===== src/rtl/hazard_ctrl.sv =====
// Pipeline hazard controller: load-use detection, branch flush sequencing and
// ownership of the multi-cycle mult/div unit (start pulse plus busy tracking).
//
// state   | meaning
// RUN     | no mult/div result pending
// MD_BUSY | mult/div in flight; mfhi/mflo and new md ops must wait
module hazard_ctrl #(
  parameter int MD_LAT = 4,
  parameter int CNT_W  = 16
) (
  input  logic             clk,
  input  logic             rst_n,
  input  logic [4:0]       id_rs,
  input  logic [4:0]       id_rt,
  input  logic             id_uses_rs,
  input  logic             id_uses_rt,
  input  logic             id_is_store,
  input  logic             id_branch_taken,
  input  logic             id_md_op,
  input  logic             id_md_read,
  input  logic             ex_mem_read,
  input  logic [4:0]       ex_rt,
  output logic             pc_write,
  output logic             ifid_write,
  output logic             ifid_flush,
  output logic             idex_bubble,
  output logic             md_start,
  output logic             md_busy,
  output logic [CNT_W-1:0] stall_cnt
);

  localparam int MdCntW = (MD_LAT > 2) ? $clog2(MD_LAT) : 1;

  typedef enum logic {
    RUN     = 1'b0,
    MD_BUSY = 1'b1
  } state_t;

  state_t            stateQ, stateD;
  logic [MdCntW-1:0] mdCntQ, mdCntD;
  logic              loadUse, mdHazard, stall, mdBusyRaw;

  // Store data on rt is forwarded in MEM, so a sw only stalls on its rs base.
  always_comb begin
    loadUse = ex_mem_read && (ex_rt != 5'd0) &&
              ((id_uses_rs && (ex_rt == id_rs)) ||
               (id_uses_rt && !id_is_store && (ex_rt == id_rt)));
    mdBusyRaw = (stateQ == MD_BUSY);
    mdHazard  = mdBusyRaw && (id_md_op || id_md_read);
    stall     = loadUse || mdHazard;
  end

  always_comb begin
    pc_write    = 1'b1;
    ifid_write  = 1'b1;
    ifid_flush  = 1'b0;
    idex_bubble = 1'b0;
    md_start    = 1'b0;
    md_busy     = mdBusyRaw;
    if (!rst_n) begin
      ifid_flush  = 1'b1;
      idex_bubble = 1'b1;
      md_busy     = 1'b0;
    end else if (stall) begin
      pc_write    = 1'b0;
      ifid_write  = 1'b0;
      idex_bubble = 1'b1;
    end else begin
      md_start   = id_md_op;
      ifid_flush = id_branch_taken;
    end
  end

  always_comb begin
    stateD = stateQ;
    mdCntD = mdCntQ;
    if (md_start) begin
      stateD = MD_BUSY;
      mdCntD = MdCntW'(MD_LAT - 1);
    end else if (stateQ == MD_BUSY) begin
      if (mdCntQ == '0) begin
        stateD = RUN;
      end else begin
        mdCntD = mdCntQ - 1'b1;
      end
    end
  end

  always_ff @(posedge clk) begin
    if (!rst_n) begin
      stateQ    <= RUN;
      mdCntQ    <= '0;
      stall_cnt <= '0;
    end else begin
      stateQ <= stateD;
      mdCntQ <= mdCntD;
      if (stall && (stall_cnt != {CNT_W{1'b1}})) begin
        stall_cnt <= stall_cnt + 1'b1;
      end
    end
  end

endmodule


===== config.mk =====
export PLATFORM = sky130hd
export DESIGN_NAME = hazard_ctrl
export DESIGN_NICKNAME = d
export VERILOG_FILES = /design/src/rtl/hazard_ctrl.sv
export SDC_FILE = /design/constraint.sdc
export NUM_CORES = 1
export LEC_CHECK = 0
export CAP_MARGIN = 20
export CORE_MARGIN = 2
export CORE_UTILIZATION = 42
export CTS_CLUSTER_SIZE = 25
export DETAILED_ROUTE_END_ITERATION = 8
export HOLD_SLACK_MARGIN = 0.03
export PLACE_DENSITY = 0.79
export SLEW_MARGIN = 0
export SYNTH_ARGS = -nofsm -noshare
export SYNTH_HDL_FRONTEND = slang
export SYNTH_SLANG_ARGS = --single-unit

===== constraint.sdc =====
create_clock -name clk -period 2.3 [get_ports clk]
set_clock_uncertainty 0.2 [all_clocks]
set_input_delay 0.345 -clock clk [delete_from_list [all_inputs] [get_ports clk]]
set_output_delay 0.345 -clock clk [all_outputs]
set_load 0.01 [all_outputs]

==> results of run 1 <==
==> metrics by stage <==
step           hold WS, ns  std cells  total power [mW]
3_3_place_gp         0.279        227             0.527
6_report             0.305        238             0.726
5_1_grt              0.341        238             0.758
4_1_cts              0.307        238             0.719
3_5_place_dp         0.292        227             0.532
2_1_floorplan        0.286        133             0.426
==> where the power goes <==
part | internal [mW] | switching, mW | total, mW
Sequential | 0.337 | 0.00418 | 0.341
Combinational | 0.124 | 0.0911 | 0.215
Clock | 0.0677 | 0.102 | 0.170
Total | 0.528 | 0.197 | 0.726
==> critical path: cells and delay by family <==
kind | cells | cell delay [ns]
buffers and inverters | 4 | 0.50
AOI/OAI and AO/OA | 2 | 0.48
and+or+nand+nor | 2 | 0.27
xor gates and xnor gates | 1 | 0.15
==> per-layer routing <==
| metal | GRT usage | wire length (um) | vias to the layer above |
|---|---|---|---|
| met3 | 0.0488 | 201 | 4 |
| met5 | 0 | 0 | - |
| met2 | 0.393 | 1750 | 47 |
| met4 | 0.0662 | 35 | 0 |
| met1 | 0.262 | 1400 | 589 |
| li1 | - | - | 629 |
==> cells in the mapped netlist <==
| master | number | area share |
|---|---|---|
| sky130_fd_sc_hd__o21ai_0 | 5 | 0.022 |
| sky130_fd_sc_hd__o31ai_1 | 4 | 0.027 |
| sky130_fd_sc_hd__inv_1 | 4 | 0.013 |
| sky130_fd_sc_hd__buf_4 | 1 | 0.0067 |
| sky130_fd_sc_hd__clkbuf_1 | 1 | 0.0034 |
| sky130_fd_sc_hd__nand2_4 | 1 | 0.010 |
| sky130_fd_sc_hd__nor2_1 | 11 | 0.037 |
| sky130_fd_sc_hd__o221ai_4 | 1 | 0.024 |
| sky130_fd_sc_hd__ha_1 | 2 | 0.022 |
| sky130_fd_sc_hd__o21ai_1 | 2 | 0.0090 |
| sky130_fd_sc_hd__nand4_1 | 4 | 0.022 |
| sky130_fd_sc_hd__or3_1 | 2 | 0.011 |
| sky130_fd_sc_hd__nand4_2 | 1 | 0.011 |
| sky130_fd_sc_hd__and4bb_2 | 1 | 0.011 |
| sky130_fd_sc_hd__clkinv_1 | 1 | 0.0034 |
| sky130_fd_sc_hd__and3_1 | 5 | 0.028 |
| sky130_fd_sc_hd__a311oi_1 | 1 | 0.0078 |
| sky130_fd_sc_hd__o22a_2 | 1 | 0.0090 |
| sky130_fd_sc_hd__o21a_1 | 1 | 0.0067 |
| sky130_fd_sc_hd__nand3_2 | 1 | 0.0090 |
| sky130_fd_sc_hd__nand3b_1 | 1 | 0.0067 |
| sky130_fd_sc_hd__nand2_1 | 13 | 0.044 |
| sky130_fd_sc_hd__nor2b_1 | 2 | 0.011 |
| sky130_fd_sc_hd__a22oi_2 | 1 | 0.011 |
| sky130_fd_sc_hd__a21oi_1 | 11 | 0.049 |
| sky130_fd_sc_hd__xnor2_1 | 12 | 0.094 |
| sky130_fd_sc_hd__or3_2 | 1 | 0.0067 |
| sky130_fd_sc_hd__mux2i_1 | 1 | 0.0090 |
| sky130_fd_sc_hd__dfxtp_1 | 19 | 0.34 |
| sky130_fd_sc_hd__and2_1 | 2 | 0.011 |
| sky130_fd_sc_hd__or4_1 | 5 | 0.034 |
| sky130_fd_sc_hd__nor4_1 | 1 | 0.0056 |
| sky130_fd_sc_hd__xor2_1 | 6 | 0.047 |
| sky130_fd_sc_hd__nand3_1 | 8 | 0.036 |
==> final cells by class <==
cell class                 count  area share
inverter                       5     0.00980
sequential                    19       0.199
multi-input combinational    107       0.423
clock buffer                   4      0.0137
tap                           30      0.0196
timing repair buffer          73       0.335
==> logic make-up after synthesis <==
group,synth area share
XOR/XNOR,0.141
AND/OR/NAND/NOR,0.295
adder cells (fa/ha/maj),0.0224
AO/OA/AOI/OAI,0.166
buffers and inverters,0.0269
multiplexers,0.00896
flip-flops,0.340
==> state kept, by name, indices dropped and copies added (netlist names) <==
register	flops
mdBusyRaw	1
mdCntQ	2
stall_cnt	16
==> layout by cell type, fill, tap and decap left out, types with 5 or more instances in the layout <==
master / instances
sky130_fd_sc_hd__a21oi_1: 11
sky130_fd_sc_hd__buf_4: 22
sky130_fd_sc_hd__buf_6: 9
sky130_fd_sc_hd__clkbuf_2: 5
sky130_fd_sc_hd__clkdlybuf4s50_1: 23
sky130_fd_sc_hd__dfxtp_1: 19
sky130_fd_sc_hd__nand2_1: 13
sky130_fd_sc_hd__nand3_1: 8
sky130_fd_sc_hd__nor2_1: 11
sky130_fd_sc_hd__xnor2_2: 8
sky130_fd_sc_hd__xor2_1: 6
==> final timing paths <==
path / start / endpoint / slack (ns) / cells after the start
hold reg to reg: stall_cnt[15] / stall_cnt[15] / 0.31 / 2
setup reg to reg: stall_cnt[0] / stall_cnt[14] / 0.15 / 8
setup / recovery: ex_rt[2] / md_start / 0.02 / 9
hold / removal: stall_cnt[15] / stall_cnt[15] / 0.31 / 2
==> timing repair <==
action	CTS	global route
gates resized for setup	60	22
setup endpoints to repair	9	9
hold buffers	0	0
pin swaps	16	16
buffers inserted	7	0
==> run summary, run 1 <==
The initial antenna violation count was 0. The logs give 18 for the number of standard-cell rows in the floorplan and 1269 for the total number of vias. Maximum number of pins on one net before global-route repair: 12. The number of buffers created by CTS is 3.

In the final layout, flip-flops and latches occupy 380 um2. The largest single stage delay on the critical path is 0.28 ns. The height of the chip works out to 55.6 um.

For the data required time at the worst endpoint, the log shows 1.75 ns. After detailed routing, the average wire length per cell comes to 14.2 um. The logs give 0 for the final global-route overflow total and 0 for the antenna violation net count after detailed routing. In this run the worst path has a maximum fanout of 2. The final period utilization works out to 0.992. Setup repair after global routing could not meet its margin everywhere. Endpoint arrival time on the critical path: 1.74 ns. The floorplan step defined a die boundary enclosing 3090 um2.

Detailed placement finished with a half-perimeter wire length of 2.37 mm. By startpoint and endpoint, the worst setup path is classified as input port to primary output. In this run the power density over the cells is 379 nW/um2.

The analysis attributes to cell leakage a power of 0.774 nW. The first global-routing pass estimated 5.54 mm of wire. The clock period could shrink to 2.28 ns.

For the fmax, the log shows 438 MHz. The tightest slew margin relative to the limit is 0.789, and the average instance area after synthesis is 8.40 um2. Clock-pin slew was measured on the worst setup and hold paths at 0.10 ns. Initial core utilization: 0.447. In the routed design, unresolved DRC markers number 0. Wire length after detailed routing: 3.39 mm. The count of distinct cell types in the synthesized netlist is 34, and the finished layout cell area is 1910 um2. The tools report the total of warnings raised by yosys as 0. The total track usage came out at 0.220. The library cell appearing most often on the critical path was sky130_fd_sc_hd__buf_6. The run gives 0 as the number of hold-slack violations in the final timing report. The floorplan step defined a core boundary enclosing 2500 um2. The tools report the top-level I/O count as 46. For the sequential element share of the synthesized area, the log shows 0.340. The tools report the kind of capture point of the worst setup path as a primary output.

The type of the tightest min-delay check was register to register. The width of the chip came out at 55.6 um. TritonCTS built the clock tree. Level count of the clock H-tree: 1.

Routability-driven placement finished with a final weighted congestion of 0.937. For this design, the slowest cell found on the critical path is sky130_fd_sc_hd__o22a_2. The worst-case IR drop observed on VDD is 0.384 mV.

The later pin in the worst-skew pair is clocked with a latency of 0.30 ns. Counting along the longest clock path gives a buffer depth of 2. After routing, the total negative slack on setup checks comes to 0 ns. The run gives 19 as the number of clock sinks.

The number of nets handed over by synthesis was 159. The average via count per standard cell works out to 5.33. The signal on the critical path passes through buf_2 > buf_6 > xnor2_2 > nand3b_1 > o22a_2 > o21a_1 > buf_4 > and3_4 > buf_6. The first routing iteration left 47 violations. Compared with the post-synthesis result, the final layout area differs by 71.3%. After synthesis the netlist holds a flip-flop and latch count of 19. The proportion of layout cells with a drive suffix above 1 is 0.308.

Summing all multi-input logic gate instances after layout gives 810 um2. The gate count after technology mapping was 133; the least setup slack across all paths after layout was 0.0174 ns. At the placement stage, the worst setup path has a slack of -0.670 ns. The clock root buffer is sky130_fd_sc_hd__clkbuf_4.

The final cell utilization of the core is 0.766, and the final antenna diode count is 0. The run gives 1750 um2 as the cell area reported after detailed placement. The tools report the type of origin of the critical path as an input port. Counting the fill cells in the layout gives 166. For the pin with the worst max-slew slack, the measured transition is 0.316 ns. The setup-violating endpoint count in the final report was 0.

The max-capacitance violation count is 0. In the final design database the tool counted 235 nets. For this run, the detailed router's first-pass iteration total came to 4.

The flow ran to the end, and the final reports show no timing, DRC or antenna violations. During placement, the flow inserted port buffers numbering 45. The via count of the first global-routing pass was 1297. The count of final max-slew check failures came out at 0. Cell area after synthesis: 1120 um2.
Power figures use the tool's default switching activity.
==> run 2, diff against run 1 <==
- GPL_TIMING_DRIVEN: unset -> 0
- SKIP_CTS_REPAIR_TIMING: unset -> 1
==> run 2 against run 1 <==
  * Worst setup slack improved by 0.020 ns
  * Cell count decreased by 7.1%
  * Sequential cell count unchanged
  * Count of clock-buffer cells in the layout unchanged
  * Wire length decreased by 9.9%
  * Non-clock buffer count decreased by 18
  * Combinational power decreased by 21%
  * Via count decreased by 4.4%
  * Sequential power about the same
  * Maximum frequency increased by 0.89%
  * Critical path type is now input port to register
  * Highest routed layer unchanged
==> run summary, run 2 (synthesized netlist as in run 1, its figures left out) <==
The flow ran to the end, and the final reports show no timing, DRC or antenna violations. After routing, the total negative slack on setup checks comes to 0 ns. Using the TritonRoute via totals, the vias-per-cell ratio works out to 5.49. The setup-violating endpoint count in the final report came out at 0. The completed layout was analyzed and its total power is 679 uW.

The run gives 1182 as the via count of the first global-routing pass. The worst setup path is launched from an input port. Hold timing on the final database bottoms out at a slack of 0.311 ns. The tools report the initial antenna violation count as 0. The floorplan core area was 2500 um2. The met2 capacity usage during global routing is 0.335. In this run the power spent charging and discharging nets is 185 uW. Once detail routing completed, the nets flagged for antenna violations numbered 0. The run gives 0 as the final antenna diode count. The path with the worst hold slack has its endpoint at stall_cnt[14]. The critical path starts at ex_mem_read. The run gives 0.0302 as the met3 layer usage reported by global route. Clock-pin slew was measured on the worst setup and hold paths at 0.10 ns. The worst setup path is captured at a register. met2 is the most crowded layer. Data arrives at the worst endpoint at 2.28 ns. Counting instances, the worst hold path has a depth of 2.

The count of fill cells added during filler insertion is 203. For the count of final max-slew check failures, the log shows 0. The initial core utilization is 0.447.

The run gives 0.190 as the total track usage. Final period utilization: 0.984. The worst setup path is of the input port to register kind. Along the worst path, the maximum fanout reaches 7. The initialized floorplan defines 18 standard-cell rows. The commonest non-fill, non-tap cell in the layout was sky130_fd_sc_hd__clkdlybuf4s50_1.

Maximum ir drop on the vdd rail: 0.290 mV. The height of the chip is 55.6 um, and the ratio of total power to cell area is 384 nW/um2. In this run the critical register-to-register path is captured at stall_cnt[7]. For the share of total power in sequential cells, the log shows 0.506. After legalization and detailed placement, the total HPWL measured 2.21 mm. In this run the worst hold path is classified as register to register.

Wire length after detailed routing: 3.05 mm. The transition at the pin with the smallest max-transition slack was 0.461 ns; the count of placed standard cells in the final layout, fillers left out was 221. The level count of the clock H-tree was 1; the number of nets in the layout was 218.

The worst path needs 2.26 ns of the cycle, external delays included. In this run, CTS created clock tree buffers numbering 3. The register ranked first by flip-flop count is stall_cnt. For the clock share of power, the log shows 0.246. The critical register-to-register path startpoint is stall_cnt[0].

The proportion of layout cells with a drive suffix above 1 was 0.188; the cell depth of the worst flop-to-flop path was 8. The initial detailed-routing violation count is 27, and the final global-route overflow total is 0. The fmax is 442 MHz, and the area overhead of the layout relative to synthesis is 58.1%. After detailed routing, the number of remaining DRC violations is 0. The logs give 0 for the number of hold-slack violations in the final timing report and 0.692 for the tightest slew margin relative to the limit.

The number of placed instances, taps included, is 208. The clock latency on the worst-skew pair was 0.29 ns. The switching share of power works out to 0.272.

The flip-flop count of the largest register after layout works out to 16. The final cell utilization of the core is 0.707, and the slack of the worst reg-to-reg path is 0.11 ns. In this run the tool buffered the top-level ports with 45 buffer cells. The die covers 3090 um2. The startpoint of the most critical hold path was stall_cnt[14]. The share of power burned in combinational logic came out at 0.248. The width of the chip works out to 55.6 um. Met1 usage in global routing: 0.230. Leaving out fill and tap cells, the most frequent cells in the layout are 23 x sky130_fd_sc_hd__clkdlybuf4s50_1, 18 x sky130_fd_sc_hd__dfxtp_1, 17 x sky130_fd_sc_hd__dlymetal6s2s_1. The logs give 0.912 for the final RePlAce weighted congestion and 494 uW for the internal power. Entering global routing, the biggest net connects 11 pins. The top-level I/O count was 46; the number of clock sinks was 19. The first global-routing pass estimated 4.87 mm of wire. The total number of vias came out at 1213. The clock passes through at most 2 buffers. The data required time at the worst endpoint came out at 2.32 ns. In this run the clock root is driven by a sky130_fd_sc_hd__clkbuf_4.

The max-capacitance violation count was 0; the leakage power total was 0.754 nW. TritonCTS built the clock tree. After detailed routing, the average wire length per cell comes to 13.8 um. For this run, the detailed router's first-pass iteration total came to 4.
[run 2: cell types whose count changed in the layout (fill, tap and decap cells not counted), moves of 2 or more]
cell                              previous run  this run
sky130_fd_sc_hd__buf_4                      22         9
sky130_fd_sc_hd__buf_2                       4         2
sky130_fd_sc_hd__clkbuf_2                    5         3
sky130_fd_sc_hd__dlygate4sd2_1               4         0
sky130_fd_sc_hd__xnor2_2                     8         2
sky130_fd_sc_hd__xnor2_1                     3        10
sky130_fd_sc_hd__dlymetal6s2s_1              2        17
sky130_fd_sc_hd__buf_6                       9         0
sky130_fd_sc_hd__clkdlybuf4s15_1             4         0
[run 2: layer usage]
layer	vias up	part of all wire
met5	-	0
met4	0	0.010
met3	4	0.058
met2	50	0.48
met1	568	0.45
li1	591	-
[run 2: worst max-delay path, cell delays in order]
cell and delay (ns):
sky130_fd_sc_hd__clkdlybuf4s50_1 0.50, sky130_fd_sc_hd__o21ai_4 0.08, sky130_fd_sc_hd__buf_4 0.14, sky130_fd_sc_hd__a22oi_2 0.42, sky130_fd_sc_hd__nand3_2 0.17, sky130_fd_sc_hd__buf_4 0.18
sky130_fd_sc_hd__or3_1 0.30, sky130_fd_sc_hd__a21oi_1 0.15
[run 2: how the worst max path moves through the flow]
stage,to,slack [ns],depth (start not counted)
global route,stall_cnt[7],-0.03,8
finish,stall_cnt[7],0.04,8
detailed placement,pc_write,-0.83,7
floorplan,stall_cnt[9],0.19,7
global placement,pc_write,-0.84,7
CTS,pc_write,-0.83,7
[run 2: final cells by class]
cell class	count	area [um2]	share of cell area
multi-input combinational	108	763	0.432
buffer	2	11.3	0.00637
sequential	19	382	0.216
clock buffer	4	26.3	0.0149
inverter	5	18.8	0.0106
tap	30	37.5	0.0212
timing repair buffer	53	528	0.299
[run 2: per-stage QoR]
step / setup slack [ns] / area [um2]
2_1_floorplan: 0.193 / 1120
3_3_place_gp: -0.837 / 1610
3_5_place_dp: -0.834 / 1610
4_1_cts: -0.834 / 1630
5_1_grt: -0.0314 / 1770
6_report: 0.0375 / 1770
[run 2: power by group through the flow]
stage / clock network (mW) / logic, mW / registers [mW]
final: 0.167 / 0.169 / 0.343
after global routing: 0.178 / 0.183 / 0.345
after CTS: 0.170 / 0.155 / 0.343
after detailed placement: 0 / 0.154 / 0.350
after global placement: 0 / 0.149 / 0.349
after floorplan: 0 / 0.0763 / 0.350
